<file path="config.mk">
export PLATFORM = sky130hd
export DESIGN_NAME = op_sequencer_flat
export DESIGN_NICKNAME = d
export VERILOG_FILES = /design/src/rtl/op_sequencer_if.sv /design/src/rtl/op_sequencer.sv /design/src/flat_wrapper.sv
export SDC_FILE = /design/constraint.sdc
export NUM_CORES = 1
export LEC_CHECK = 0
export CORE_MARGIN = 2
export CORE_UTILIZATION = 40
export DETAILED_ROUTE_END_ITERATION = 7
export PLACE_DENSITY = 0.73
export SYNTH_ARGS = -nofsm -noshare
export SYNTH_HDL_FRONTEND = slang
export SYNTH_SLANG_ARGS = --single-unit
export TNS_END_PERCENT = 30
</file>
<file path="constraint.sdc">
create_clock -name clk -period 3.52 [get_ports clk]
set_input_delay 0.704 -clock clk [delete_from_list [all_inputs] [get_ports clk]]
set_output_delay 0.704 -clock clk [all_outputs]
set_load 0.05 [all_outputs]
</file>
<file path="src/rtl/op_sequencer_if.sv">
// Command, serial write/read and controller-facing signals of the op sequencer.
// The master side is the host that pushes commands and models the controller;
// the slave side is the sequencer itself.
interface op_sequencer_if;

    logic        cmd_valid;
    logic        cmd_ready;
    logic [31:0] cmd_data;

    logic        wdata_valid;
    logic        wdata_ready;
    logic [31:0] wdata;

    logic        rdata_valid;
    logic [31:0] rdata;

    logic        ctrl_enable;
    logic [31:0] ctrl_operation;
    logic [31:0] ctrl_in_data;
    logic [31:0] ctrl_out_data;

    logic        busy;
    logic        done;
    logic        err;

    modport master (
        output cmd_valid, cmd_data, wdata_valid, wdata, ctrl_out_data,
        input  cmd_ready, wdata_ready, rdata_valid, rdata, ctrl_enable,
               ctrl_operation, ctrl_in_data, busy, done, err
    );

    modport slave (
        input  cmd_valid, cmd_data, wdata_valid, wdata, ctrl_out_data,
        output cmd_ready, wdata_ready, rdata_valid, rdata, ctrl_enable,
               ctrl_operation, ctrl_in_data, busy, done, err
    );

endinterface

</file>
<file path="src/rtl/op_sequencer.sv">
// Command front-end for the matrix controller. Queues 32-bit command words and
// replays them as a timed operation stream: op 1 held for MULT_CYCLES, op 2
// streams a page of write words into the controller, op 3 collects a page of
// read words back onto rdata. Every command ends with a one-cycle zero gap.
module op_sequencer #(
    parameter int unsigned CMD_DEPTH   = 4,
    parameter int unsigned PAGE_WORDS  = 64,
    parameter int unsigned MULT_CYCLES = 48,
    parameter int unsigned READ_LAT    = 1
) (
    input logic           clk,
    input logic           reset,
    input logic           enable,
    op_sequencer_if.slave bus
);

    localparam int unsigned PtrW   = $clog2(CMD_DEPTH);
    localparam int unsigned CntMax = (MULT_CYCLES > PAGE_WORDS) ? MULT_CYCLES : PAGE_WORDS;
    localparam int unsigned CntW   = (CntMax > 1) ? $clog2(CntMax) : 1;

    localparam logic [CntW-1:0] MultLast = CntW'(MULT_CYCLES - 1);
    localparam logic [CntW-1:0] PageLast = CntW'(PAGE_WORDS - 1);

    typedef enum logic [2:0] {StIdle, StMult, StWrite, StRead, StGap} state_e;

    state_e              state_q, state_d;
    logic [31:0]         fifo_mem [CMD_DEPTH];
    logic [PtrW:0]       wr_ptr_q, rd_ptr_q;
    logic                fifo_empty, fifo_full;
    logic                push, pop;
    logic [31:0]         head;
    logic [3:0]          head_op;
    logic [31:0]         op_q, op_d;
    logic [CntW-1:0]     cnt_q, cnt_d;
    logic [CntW-1:0]     rcv_q, rcv_d;
    logic                issued_all_q, issued_all_d;
    logic [READ_LAT-1:0] tag_q, tag_d;
    logic                tag_out;
    logic                issue;
    logic [31:0]         rdata_q, rdata_d;
    logic                rdata_valid_q, rdata_valid_d;
    logic                done_q, done_d;
    logic                err_q, err_d;
    logic                ctrl_en;
    logic                wready;

    // FIFO status; the extra pointer bit separates full from empty.
    assign fifo_empty = (wr_ptr_q == rd_ptr_q);
    assign fifo_full  = (wr_ptr_q[PtrW] != rd_ptr_q[PtrW]) &&
                        (wr_ptr_q[PtrW-1:0] == rd_ptr_q[PtrW-1:0]);
    assign push       = bus.cmd_valid & bus.cmd_ready;
    assign head       = fifo_mem[rd_ptr_q[PtrW-1:0]];
    assign head_op    = head[3:0];
    assign tag_out    = tag_q[READ_LAT-1];

    // Command storage; contents are only meaningful between the pointers.
    always_ff @(posedge clk) begin
        if (push) begin
            fifo_mem[wr_ptr_q[PtrW-1:0]] <= bus.cmd_data;
        end
    end

    // FIFO pointers.
    always_ff @(posedge clk or posedge reset) begin
        if (reset) begin
            wr_ptr_q <= '0;
            rd_ptr_q <= '0;
        end else begin
            if (push) begin
                wr_ptr_q <= wr_ptr_q + (PtrW+1)'(1);
            end
            if (pop) begin
                rd_ptr_q <= rd_ptr_q + (PtrW+1)'(1);
            end
        end
    end

    // Read tag pipe: one bit per issued op-3 cycle, advancing only when enabled.
    always_comb begin
        tag_d = tag_q;
        if (enable) begin
            tag_d[0] = issue;
            for (int i = 1; i < int'(READ_LAT); i++) begin
                tag_d[i] = tag_q[i-1];
            end
        end
    end

    // Sequencer next state, counters and controller-facing strobes.
    always_comb begin
        state_d       = state_q;
        op_d          = op_q;
        cnt_d         = cnt_q;
        rcv_d         = rcv_q;
        issued_all_d  = issued_all_q;
        rdata_d       = rdata_q;
        rdata_valid_d = 1'b0;
        done_d        = 1'b0;
        err_d         = 1'b0;
        pop           = 1'b0;
        issue         = 1'b0;
        ctrl_en       = 1'b0;
        wready        = 1'b0;

        if (enable) begin
            unique case (state_q)
                // GAP also dispatches the next command so back-to-back
                // commands are separated by exactly one zero cycle.
                StIdle, StGap: begin
                    op_d    = '0;
                    state_d = StIdle;
                    if (state_q == StGap) begin
                        ctrl_en = 1'b1;
                    end
                    if (!fifo_empty) begin
                        pop          = 1'b1;
                        cnt_d        = '0;
                        rcv_d        = '0;
                        issued_all_d = 1'b0;
                        case (head_op)
                            4'd0: op_d = '0;
                            4'd1: begin
                                state_d = StMult;
                                op_d    = head;
                            end
                            4'd2: begin
                                state_d = StWrite;
                                op_d    = head;
                            end
                            4'd3: begin
                                state_d = StRead;
                                op_d    = head;
                            end
                            default: err_d = 1'b1;
                        endcase
                    end
                end
                StMult: begin
                    ctrl_en = 1'b1;
                    if (cnt_q == MultLast) begin
                        state_d = StGap;
                        op_d    = '0;
                        done_d  = 1'b1;
                        cnt_d   = '0;
                    end else begin
                        cnt_d = cnt_q + CntW'(1);
                    end
                end
                StWrite: begin
                    if (bus.wdata_valid) begin
                        ctrl_en = 1'b1;
                        wready  = 1'b1;
                        if (cnt_q == PageLast) begin
                            state_d = StGap;
                            op_d    = '0;
                            done_d  = 1'b1;
                            cnt_d   = '0;
                        end else begin
                            cnt_d = cnt_q + CntW'(1);
                        end
                    end
                end
                StRead: begin
                    if (!issued_all_q) begin
                        ctrl_en = 1'b1;
                        issue   = 1'b1;
                        if (cnt_q == PageLast) begin
                            issued_all_d = 1'b1;
                        end else begin
                            cnt_d = cnt_q + CntW'(1);
                        end
                    end
                    if (tag_out) begin
                        rdata_valid_d = 1'b1;
                        rdata_d       = bus.ctrl_out_data;
                        // Leave only once the final word has been captured.
                        if (rcv_q == PageLast) begin
                            state_d = StGap;
                            op_d    = '0;
                            done_d  = 1'b1;
                            cnt_d   = '0;
                            rcv_d   = '0;
                        end else begin
                            rcv_d = rcv_q + CntW'(1);
                        end
                    end
                end
                default: begin
                    state_d = StIdle;
                    op_d    = '0;
                end
            endcase
        end
    end

    // Sequencer state register.
    always_ff @(posedge clk or posedge reset) begin
        if (reset) begin
            state_q       <= StIdle;
            op_q          <= '0;
            cnt_q         <= '0;
            rcv_q         <= '0;
            issued_all_q  <= 1'b0;
            tag_q         <= '0;
            rdata_q       <= '0;
            rdata_valid_q <= 1'b0;
            done_q        <= 1'b0;
            err_q         <= 1'b0;
        end else begin
            state_q       <= state_d;
            op_q          <= op_d;
            cnt_q         <= cnt_d;
            rcv_q         <= rcv_d;
            issued_all_q  <= issued_all_d;
            tag_q         <= tag_d;
            rdata_q       <= rdata_d;
            rdata_valid_q <= rdata_valid_d;
            done_q        <= done_d;
            err_q         <= err_d;
        end
    end

    assign bus.cmd_ready      = enable & ~fifo_full;
    assign bus.wdata_ready    = wready;
    assign bus.ctrl_enable    = ctrl_en;
    assign bus.ctrl_operation = op_q;
    assign bus.ctrl_in_data   = (state_q == StWrite) ? bus.wdata : '0;
    assign bus.rdata          = rdata_q;
    assign bus.rdata_valid    = rdata_valid_q;
    assign bus.busy           = (state_q != StIdle) | ~fifo_empty;
    assign bus.done           = done_q;
    assign bus.err            = err_q;

endmodule

</file>
<file path="src/flat_wrapper.sv">
// flat-port wrapper written by rule: the top's interface ports become plain ports
module op_sequencer_flat 
#(
    parameter int unsigned CMD_DEPTH   = 4,
    parameter int unsigned PAGE_WORDS  = 64,
    parameter int unsigned MULT_CYCLES = 48,
    parameter int unsigned READ_LAT    = 1
)
  (clk, reset, enable, bus_cmd_valid, bus_cmd_data, bus_wdata_valid, bus_wdata, bus_ctrl_out_data, bus_cmd_ready, bus_wdata_ready, bus_rdata_valid, bus_rdata, bus_ctrl_enable, bus_ctrl_operation, bus_ctrl_in_data, bus_busy, bus_done, bus_err);
  op_sequencer_if bus_i ();
  input logic clk;
  input logic reset;
  input logic enable;
  input wire logic [$bits(bus_i.cmd_valid)-1:0] bus_cmd_valid;
  input wire logic [$bits(bus_i.cmd_data)-1:0] bus_cmd_data;
  input wire logic [$bits(bus_i.wdata_valid)-1:0] bus_wdata_valid;
  input wire logic [$bits(bus_i.wdata)-1:0] bus_wdata;
  input wire logic [$bits(bus_i.ctrl_out_data)-1:0] bus_ctrl_out_data;
  output wire logic [$bits(bus_i.cmd_ready)-1:0] bus_cmd_ready;
  output wire logic [$bits(bus_i.wdata_ready)-1:0] bus_wdata_ready;
  output wire logic [$bits(bus_i.rdata_valid)-1:0] bus_rdata_valid;
  output wire logic [$bits(bus_i.rdata)-1:0] bus_rdata;
  output wire logic [$bits(bus_i.ctrl_enable)-1:0] bus_ctrl_enable;
  output wire logic [$bits(bus_i.ctrl_operation)-1:0] bus_ctrl_operation;
  output wire logic [$bits(bus_i.ctrl_in_data)-1:0] bus_ctrl_in_data;
  output wire logic [$bits(bus_i.busy)-1:0] bus_busy;
  output wire logic [$bits(bus_i.done)-1:0] bus_done;
  output wire logic [$bits(bus_i.err)-1:0] bus_err;
  assign bus_i.cmd_valid = bus_cmd_valid;
  assign bus_i.cmd_data = bus_cmd_data;
  assign bus_i.wdata_valid = bus_wdata_valid;
  assign bus_i.wdata = bus_wdata;
  assign bus_i.ctrl_out_data = bus_ctrl_out_data;
  assign bus_cmd_ready = bus_i.cmd_ready;
  assign bus_wdata_ready = bus_i.wdata_ready;
  assign bus_rdata_valid = bus_i.rdata_valid;
  assign bus_rdata = bus_i.rdata;
  assign bus_ctrl_enable = bus_i.ctrl_enable;
  assign bus_ctrl_operation = bus_i.ctrl_operation;
  assign bus_ctrl_in_data = bus_i.ctrl_in_data;
  assign bus_busy = bus_i.busy;
  assign bus_done = bus_i.done;
  assign bus_err = bus_i.err;
  op_sequencer #(.CMD_DEPTH(CMD_DEPTH), .PAGE_WORDS(PAGE_WORDS), .MULT_CYCLES(MULT_CYCLES), .READ_LAT(READ_LAT)) u_core (.clk(clk), .reset(reset), .enable(enable), .bus(bus_i));
endmodule
</file>
# Word-level counts from Yosys, hierarchy flattened
# Memories as Yosys holds them, arrays and structs flattened.
# Index checks and enable logic that the tools add are counted.
[classes] add_sub_neg=4 n_eq_ne=19 n_mux=59 bitwise_logic=5 reduce_logical=14
[op_table] op="$mux 32" n=8
[op_table] op="$pmux 32 s4" n=1
[op_table] op="$mux 6" n=10
[op_table] op="$mux 1" n=27
[op_table] op="$pmux 6 s4" n=1
[op_table] op="$eq 6x6->1 const B" n=3
[op_table] op="$mux 3" n=6
[op_table] op="$add 6x1->6 const B" n=2
[op_table] op="$pmux 3 s4" n=1
[op_table] op="$pmux 6 s2" n=1
[op_table] op="$eq 4x2->1 const B" n=2
[op_table] op="$ne 2x1->1 const B" n=4
[op_table] op="$reduce_and 4->1" n=2
[op_table] op="$add 3x1->3 const B" n=2
[op_table] op="$eq 3x2->1 const B" n=2
[op_table] op="$pmux 2 s3" n=1
[op_table] op="$reduce_and 3->1" n=2
[op_table] op="$reduce_and 6->1" n=1
[op_table] op="$eq 4x1->1 const B" n=1
[op_table] op="$logic_not 4->1" n=1
[op_table] op="$ne 2x2->1 const B" n=2
[op_table] op="$pmux 1 s4" n=1
[op_table] op="$reduce_bool 4->1" n=1
[op_table] op="$reduce_or 4->1" n=1
[op_table] op="16 further kinds" n=18
[totals] reg_bits=90 ramBits=128 input_bits=101 out_inout_bits=103 mem_count=1
[mem_list] name="u_core.fifo_mem" depth=4 word_bits=32 read_ports=1 rd_ports_with_merged_regs=0 write_ports=1 line_no="op_sequencer.sv:27" source="logic [31:0] fifo_mem [CMD_DEPTH];"

# Longest topological paths before layout
[depth] word_depth=7 mapped_depth=9 ltp_nobuf=8

# Worst setup path before layout
# OpenSTA, ideal clock, no wires.
[synth_path] path_kind="reg-to-reg" start="register u_core.rd_ptr_q[1]" end="memory u_core.fifo_mem[3][0] (enable)" t_arrival_ns=2.187 required_time_ns=3.126 setup_slack_ns=0.939 stages_incl_launch_ff=6 path_buffers=1 cell_sequence="dfrtp_1 -> buf_2 -> xnor2_1 -> nand2_1 -> o21a_1 -> and3_1"
[synth_via] elab_chain_cells=7
[synth_lines] item="start: declaration" line_no="op_sequencer.sv:28" source="logic [PtrW:0] wr_ptr_q, rd_ptr_q;"
[synth_lines] item="start signal: assignment" line_no="op_sequencer.sv:73" source="rd_ptr_q <= rd_ptr_q + (PtrW+1)'(1);"
[synth_lines] item="$eq 2x2->1" line_no="op_sequencer.sv:50" source="(wr_ptr_q[PtrW-1:0] == rd_ptr_q[PtrW-1:0]);"
[synth_lines] item="$logic_and 1x1->1" line_no="op_sequencer.sv:49" source="assign fifo_full = (wr_ptr_q[PtrW] != rd_ptr_q[PtrW]) &&"
[synth_lines] item="$not 1->1" line_no="op_sequencer.sv:223" source="assign bus.cmd_ready = enable & ~fifo_full;"
[synth_lines] item="$and 1x1->1" line_no="op_sequencer.sv:223"
[synth_lines] item="net bus_cmd_ready" line_no="flat_wrapper.sv:19" source="output wire logic [$bits(bus_i.cmd_ready)-1:0] bus_cmd_ready;"
[synth_lines] item="$and 1x1->1" line_no="op_sequencer.sv:51" source="assign push = bus.cmd_valid & bus.cmd_ready;"
[synth_lines] item="$mux 1" line_no="op_sequencer.sv:58" source="if (push) begin"
[synth_lines] item="$mux 1 (implied by the code)" line_no="op_sequencer.sv:59" source="fifo_mem[wr_ptr_q[PtrW-1:0]] <= bus.cmd_data;"
[synth_lines] item="end: declaration" line_no="op_sequencer.sv:27"
# The timed path passes the listed nets, and every way through them passes these cells.

# Worst setup path in the final report
[layout_path] start="register u_core.wr_ptr_q[1]" end="output bus_busy"
[layout_via] elab_chain_cells=3
[layout_lines] item="start: declaration" line_no="op_sequencer.sv:28"
[layout_lines] item="start signal: assignment" line_no="op_sequencer.sv:70" source="wr_ptr_q <= wr_ptr_q + (PtrW+1)'(1);"
[layout_lines] item="$eq 3x3->1" line_no="op_sequencer.sv:48" source="assign fifo_empty = (wr_ptr_q == rd_ptr_q);"
[layout_lines] item="$not 1->1" line_no="op_sequencer.sv:230" source="assign bus.busy = (state_q != StIdle) | ~fifo_empty;"
[layout_lines] item="$or 1x1->1" line_no="op_sequencer.sv:230"
[layout_lines] item="end: declaration" line_no="flat_wrapper.sv:26" source="output wire logic [$bits(bus_i.busy)-1:0] bus_busy;"
# Every way passes these cells.

==> flow_metrics.env <==
export IMPL_outcome="finished, final reports clean"
export IMPL_ys_ff_latch=218
export IMPL_dieArea_sq_um=23900
export IMPL_initial_core_util_pct=40.4
export IMPL_critPathSlowestCell="clkdlybuf4s50_1"
export IMPL_grtUsageTotal_pct=16.6
export IMPL_clkTransAtPathRegs_ps=50
export IMPL_io_pins=204
export IMPL_fmaxAchievable_mhz=308
export IMPL_chipWidth_um=154
export IMPL_drt_iter0_markers=401
export IMPL_finalCriticalPeriod_ps=3240
export IMPL_cts_buffer_depth=3
export IMPL_skew_ps=16.3
export IMPL_drive_above_1_share_pct=15.4
export IMPL_first_global_vias=5984
export IMPL_gp_congestion=0.771
export IMPL_ys_seq_area_share_pct=67.3
export IMPL_setup_viol=0
export IMPL_crit_type="reg -> out"
export IMPL_crit_start="u_core.wr_ptr_q[1]"
export IMPL_synth_area_top_cells="edfxtp_1 (42%), dfrtp_1 (25%), mux4_2 (7.7%)"
export IMPL_synth_nets=774
export IMPL_rsz0062_at_grt="false"
export IMPL_ant_nets=0
export IMPL_p_per_area_nw_per_um2=694
export IMPL_grt_max_degree=45
export IMPL_cts_resized_gates=0
export IMPL_reg2reg_depth=7
export IMPL_nNetsFinal=987
export IMPL_syn2layout_area_growth_pct=37.9
export IMPL_cp_max_fo=5
export IMPL_min_from="u_core.bus.rdata[21]"
export IMPL_slowest_delay_ps=740
export IMPL_drc_errors=0
export IMPL_routedWlPerCell_um=16.6
export IMPL_cp_arrival_ps=2540
export IMPL_cellLeakagePower_nw=4.89
export IMPL_postCtsHoldBufs=0
export IMPL_cts_htree_levels=1
export IMPL_ys_flop_type="edfxtp_1"
export IMPL_viasPerCell=5.01
export IMPL_worstHoldPathType="reg -> reg"
export IMPL_drv_cap=0
export IMPL_whs_endpoint="u_core.bus.rdata[21]"
export IMPL_crit_path_end_kind="output port"
export IMPL_reg2reg_slack_ps=900
export IMPL_path_cells="xnor2_1 > nand3_1 > or3_1 > clkdlybuf4s50_1"
export IMPL_core_area_sq_um=22400
export IMPL_die_h_um=154
export IMPL_hold_path_cell_count=2
export IMPL_cts_setup_buffers=0
export IMPL_cts_sinks=218
export IMPL_syn_area_per_cell_sq_um=13.6
export IMPL_io_buffer_count=203
export IMPL_numCtsBuffers=24
export IMPL_tns_ps=0
export IMPL_synth_top_area_share_pct=42.4
export IMPL_worstMarginPinSlew_ps=704
export IMPL_syn_area_sq_um=9060
export IMPL_clk_latency_ps=510
export IMPL_antenna_cells=0
export IMPL_hold_violations=0
export IMPL_drt_first_pass_iters=5
export IMPL_r2r_start="u_core.cnt_q[0]"
export IMPL_ys_warn_count=0
export IMPL_maxSlewViolCount=0
export IMPL_vias=5915
export IMPL_synth_distinct_cells=55
export IMPL_fin_util_pct=55.7
export IMPL_rr_endpoint="u_core.bus.ctrl_operation[25]"
export IMPL_cts_tree="done"
export IMPL_root_buffer="clkbuf_16"
export IMPL_synth_area_leader_cell="edfxtp_1"
export IMPL_ir_worst_vdd_v=0.000557
export IMPL_synth_edff_count=128
export IMPL_synthArstFlopShare_pct=41.3
export IMPL_grt_pass1_wl_um=31600
export IMPL_row_count=55
export IMPL_report_power_total_mw=8.67
export IMPL_wirelength_um=19600
export IMPL_hpwl_um=13400
export IMPL_slew_headroom_pct=53.1
export IMPL_finalCritPeriodShare_pct=92.1
export IMPL_startpoint_type="register"
export IMPL_grt_overflow=0
export IMPL_crit_required_ps=2820
export IMPL_antenna_found_initial=1
export IMPL_synthCells=665
cell type report:
type	count	area (sq um)
Clock buffer	30	644
Clock inverter	14	116
Fill cell	1805	9940
Inverter	10	40.0
Multi-Input combinational cell	403	2760
Sequential cell	218	6100
Tap cell	285	357
Timing Repair Buffer	221	2480
metrics by stage:
step / worst slack, ps / cell area [sq um] / std cells / hold slack [ps]
after floorplan: 481 / 9060 / 665 / 462
after global placement: 844 / 11700 / 1137 / 459
after detailed placement: 774 / 11700 / 1137 / 462
after CTS: 250 / 12500 / 1181 / 475
after global routing: 93.2 / 12500 / 1181 / 493
final: 277 / 12500 / 1181 / 471
placed cells by master, fill, tap and decap left out, drive strengths merged, types with 2 or more instances in the layout:
cell type,count
clkdlybuf4s50,168
nand2,147
edfxtp,128
dfrtp,90
buf,53
o21ai,43
and2,36
nand2b,32
mux4,31
clkbuf,30
nor2,18
clkinv,12
nand3,11
inv,10
a21oi,9
xnor2,8
ha,8
and3,7
nor3b,6
nor2b,3
nor3,3
o31ai,3
o21bai,3
mux2,3
nand3b,2
a21o,2
a211oi,2
o211ai,2
xor2,2
o22ai,2
bufinv,2
nand4,2
a311o,2
routing by layer:
layer	vias up	wire (um)	global-route usage (%)
li1	2795	-	-
met2	205	9730	28.7
met4	0	369	4.14
met1	2882	8230	21.7
met5	-	0	0
met3	33	1280	3.14
kinds of logic after synthesis:
family	Yosys count	synth area share, %
DFF	218	67.3
xor gates and xnor gates	10	0.967
AOI/OAI and AO/OA	78	5.51
and+or+nand+nor	273	14.6
muxes	34	8.08
adders and majority gates	8	1.11
buffers and inverters	44	2.46
cell usage after synthesis, types with 4 or more instances:
cell	n
nand2_1	147
mux4_2	31
nor3b_1	4
and2_1	34
dfrtp_1	90
inv_1	10
nor2_1	18
nand2b_1	32
o21ai_1	35
a21oi_1	9
buf_6	4
buf_2	10
buf_1	5
edfxtp_1	128
nand3_1	11
and3_1	7
xnor2_1	8
clkbuf_1	11
buf_4	4
o21ai_0	7
ha_1	8
sequential cells by signal (all words and copies together) (netlist names):
signal	count
u_core.fifo_mem	128
u_core.tag_out	1
u_core.bus.rdata	32
u_core.bus.done	1
u_core.state_q	3
u_core.cnt_q	6
u_core.bus.ctrl_operation	32
u_core.bus.err	1
u_core.bus.rdata_valid	1
u_core.rd_ptr_q	3
u_core.issued_all_q	1
u_core.wr_ptr_q	3
u_core.rcv_q	6
where the power goes:
group | total (mW) | switching, mW | internal, mW
Combinational | 2.95 | 1.75 | 1.21
Sequential | 3.32 | 0.199 | 3.12
Clock | 2.39 | 0.949 | 1.44
Total | 8.67 | 2.90 | 5.77
worst max-delay path, delay by kind of cell (launching register included):
kind                   cells  cell delay, ps
XOR/XNOR                   1             300
flip-flops                 1             440
buffers and inverters      1             740
AND/OR/NAND/NOR            2             560
worst max-delay path by stage:
stage	endpoint	slack (ps)
6_report	bus_busy	280
5_1_grt	bus_busy	90
4_1_cts	bus_busy	250
3_5_place_dp	bus_busy	770
3_3_place_gp	u_core.fifo_mem[0][7]	840
2_1_floorplan	u_core.bus.ctrl_operation[0]	480
(Power assumes the default switching activity.)
